===== src/rtl/ram_port_arbiter.sv =====
// Shares one synchronous RAM port among N_CH masters with a req/gnt handshake and a registered read strobe.
// Define RAM_ARB_ROUND_ROBIN_EN for round-robin selection; the default build uses fixed lowest-index priority.
module ram_port_arbiter #(
  parameter int N_CH   = 3,
  parameter int ADDR_W = 16,
  parameter int DATA_W = 16
) (
  input  logic                     clock,
  input  logic                     clear,
  input  logic [N_CH-1:0]          req,
  input  logic [N_CH-1:0]          we,
  input  logic [N_CH*ADDR_W-1:0]   addr,
  input  logic [N_CH*DATA_W-1:0]   wdata,
  output logic [N_CH-1:0]          gnt,
  output logic [N_CH-1:0]          rvalid,
  output logic [DATA_W-1:0]        rdata,
  output logic [ADDR_W-1:0]        ram_address,
  output logic [DATA_W-1:0]        ram_data,
  output logic                     ram_wren,
  input  logic [DATA_W-1:0]        ram_q
);

  localparam int PW = (N_CH > 1) ? $clog2(N_CH) : 1;

  logic [PW-1:0] last;
  logic [PW-1:0] gidx;
  logic          any;
  int            d;
  int            best_d;

  // Each requester gets a distance from the search start; the smallest distance wins.
  always_comb begin
    gidx   = '0;
    any    = 1'b0;
    best_d = N_CH;
    d      = 0;
    for (int c = 0; c < N_CH; c++) begin
`ifdef RAM_ARB_ROUND_ROBIN_EN
      d = (c - int'(last) - 1 + 2 * N_CH) % N_CH;
`else
      d = c;
`endif
      if (clear && req[c] && (d < best_d)) begin
        best_d = d;
        gidx   = PW'(c);
        any    = 1'b1;
      end
    end
  end

`ifndef RAM_ARB_ROUND_ROBIN_EN
  // Pointer is kept for debug visibility only in the fixed-priority build.
  logic last_unused;
  assign last_unused = ^last;
`endif

  always_comb begin
    gnt = '0;
    for (int c = 0; c < N_CH; c++)
      gnt[c] = any && (gidx == PW'(c));
  end

  always_comb begin
    ram_address = '0;
    ram_data    = '0;
    ram_wren    = 1'b0;
    for (int c = 0; c < N_CH; c++) begin
      if (gnt[c]) begin
        ram_address = addr[c*ADDR_W +: ADDR_W];
        ram_data    = wdata[c*DATA_W +: DATA_W];
        ram_wren    = we[c];
      end
    end
  end

  // Reset clears the strobe asynchronously, so a read in flight is dropped.
  always_ff @(posedge clock or negedge clear) begin
    if (!clear) begin
      last   <= PW'(N_CH - 1);
      rvalid <= '0;
    end else begin
      rvalid <= gnt & ~we;
      if (any) last <= gidx;
    end
  end

  assign rdata = ram_q;

endmodule


===== config.mk =====
export PLATFORM = sky130hd
export DESIGN_NAME = ram_port_arbiter
export DESIGN_NICKNAME = d
export VERILOG_FILES = /design/src/rtl/ram_port_arbiter.sv
export SDC_FILE = /design/constraint.sdc
export NUM_CORES = 1
export LEC_CHECK = 0
export CORE_UTILIZATION = 21
export CTS_BUF_LIST = sky130_fd_sc_hd__clkbuf_8
export CTS_CLUSTER_SIZE = 14
export DETAILED_ROUTE_END_ITERATION = 12
export PLACE_DENSITY_LB_ADDON = 0.05
export SLEW_MARGIN = 5
export SYNTH_ARGS = -nofsm -noshare
export SYNTH_HDL_FRONTEND = slang
export SYNTH_SLANG_ARGS = --single-unit

===== constraint.sdc =====
create_clock -name clock -period 1 [get_ports clock]
set_clock_uncertainty 0.05 [all_clocks]
set_input_delay 0.15 -clock clock [delete_from_list [all_inputs] [get_ports clock]]
set_output_delay 0.15 -clock clock [all_outputs]
set_load 0.01 [all_outputs]

==> results of run 1 <==
-- where the power goes --
group	switching, mW	total, mW	internal [mW]
clock	0.0860	0.348	0.262
sequential	0.000532	0.126	0.125
combinational	0.380	1.06	0.678
-- logic make-up (layout without fill, tap and decap cells) --
| family | Yosys count | count (layout) | synth area share, % |
|---|---|---|---|
| buffers and inverters | 32 | 178 | 23.3 |
| AO/OA/AOI/OAI | 33 | 33 | 43.3 |
| flip-flops | 3 | 3 | 6.91 |
| AND/OR/NAND/NOR | 71 | 71 | 26.5 |
-- metal layers --
metal  vias up  part of all wire [%]  wire, um
li1        782                     -         -
met1       736                    38      2070
met2        75                    51      2780
met3        16                   8.7       473
met4         0                   2.0       107
met5         -                     0         0
-- cell usage in the layout, fill, tap and decap left out, drive strengths merged --
cell / n
inv: 3
nand4bb: 1
and3b: 1
dfrtp: 3
clkbuf: 3
buf: 71
a221oi: 33
nor2: 66
and2: 1
dlygate4sd3: 1
clkdlybuf4s50: 100
nor2b: 2
-- cell type report --
class	instances	area share (%)
timing repair inverter	1	0.317
tap	67	3.03
sequential	3	2.72
timing repair buffer	172	61.9
clock buffer	3	1.49
multi-input combinational	104	30.0
clock inverter	1	0.136
inverter	1	0.407
-- stage by stage --
stage               setup slack (ns)  utilization, %  hold WS, ns  instances
CTS                           -0.435            57.3        0.250        352
detailed placement             -1.18            53.0        0.250        334
global placement               -1.15            53.0        0.250        334
floorplan                     -0.116               -       -0.196        139
global route                  -0.470            57.0        0.250        352
finish                        -0.432            57.0        0.250        352
-- repair_timing --
action,CTS,global route
hold buffers,1,0
gates resized for setup,190,14
pin swaps,10,8
gates cloned,6,0
setup endpoints to repair,42,39
endpoints found under the hold margin,3,0
buffers inserted,8,3
-- critical path: cells and delay by family --
family	cells	cell delay, ns
AOI/OAI and AO/OA	1	0.05
and+or+nand+nor	2	0.51
buffers and inverters	4	0.52
-- final timing paths --
check / depth (start not counted) / endpoint / slack (ns)
max in group asynchronous: 3 / rvalid[0] / 0.50
min in group asynchronous: 3 / rvalid[1] / 0.31
worst min-delay path: 0 / rdata[6] / 0.25
worst max-delay path: 7 / ram_data[12] / -0.43
==> reports/metrics.cfg, run 1 <==
[status]
status=complete, but fails checks
violations=negative setup slack

[global_route]
grt.busiest_layer=met2
use_met3_pct=4.25
grt_pass1_vias=1710
grt_max_degree=16
met2_usage_pct=36.2
grt_use_total_pct=19.5
grt.overflow.total=0
grt_pass1_wl_um=8360
antenna_found_initial=0
grt_util_met1_pct=21.9

[worst_hold_path]
holdCritStartpoint=ram_q[6]
hold_class=primary input to primary output

[clock_network]
numCtsBuffers=3
cts-root-buf=clkbuf_8
h-tree-depth=1
cts.sinks=3
cts_max_path_buffers=2
cts_tree=yes

[route]
drc_errors=0
vias=1609
drt_iter0_markers=43
wire_per_inst_um=15.4
vias_per_cell=4.57
drt_wl_total_um=5430
postRouteAntennaNets=0
dr.pass1.iters=4

[final_layout]
multi_input_area_um2=828
layout-drive-gt1-share_pct=39.6
max_flop_register=rvalid
register_area_um2=75.1
fillCellCount=456
largestRegisters=rvalid x3
insertedDiodeCount=0
final_cell_area_um2=2760
nets=406
area_growth_syn_to_layout_pct=154
largest_register_ffs=3

[place]
gp_congestion=0.744
io_buffers=142
dpl.hpwl_um=3920
dpl_cell_area_um2=2570

[die]
die_h_um=73.9
core_area_um2=4850
initial_core_util_pct=22.4
die_w_um=73.9
boundaryPins=175
dieArea_um2=5460
rows=25

[timing]
fin_crit_ns=1.43
hold_viol=0
fin_ws_ns=-0.432
final_max_slew_viol_count=0
max_freq_mhz=698
relSlewSlack_pct=86.2
rsz0062_at_grt=true
tightest_slew_ns=0.208
finalCritPeriodShare_pct=143
fin_tns_setup_ns=-12.67
setup_viol=36

[synth]
synthCells=139
synth_area_leaders=a221oi_2, nor2_1, buf_4, dfrtp_1, buf_8
synth_fp_nets=259
yosys_warnings=0
yosysMostFrequentCell=nor2_1
ys_seq_area_share_pct=6.91
synth.top_cell.area_share_pct=40.1
ys.flop_type=dfrtp_1
synth_edf_count=0
ys_seq_elements=3
yosysTopAreaCell=a221oi_2
synthesis.area_um2=1090
ys_types=14
synthArstFlopShare_pct=100
synthTopCellsByCount=nor2_1, a221oi_2, buf_4
avgSynthCellArea_um2=7.81

[worst_setup_path]
crit_path_top_delay_cell=and3b_4
crit_start=req[0]
slowest_delay_ns=0.40
arrival_ns=1.23
cp-end-kind=primary output
cp_max_fo=6
cp_data_required_time_ns=0.80
path_cells=buf_6 -> and3b_4 -> buf_12 -> buf_16 -> a221oi_2 -> nor2_1 -> buf_2
start_kind=primary input
crit_type=primary input to primary output

[power_and_ir_drop]
power.density_nw_per_um2=554
p_leak_nw=1.22
p_total_mw=1.53
ir_drop_mv=0.621

[flow_run]
cap_violations=0

Power figures use the tool's default switching activity.
==> run 2: changes to the inputs <==
Settings changed: GPL_ROUTABILITY_DRIVEN set to 1.
==> results of run 2 <==
No change in the layout: final DEF, timing and power equal those of run 1.
==> run 3: changes to the inputs <==
Settings changed: SLEW_MARGIN 5 to not set.
==> results of run 3 <==
No change in the layout: final DEF, timing and power equal those of run 1.
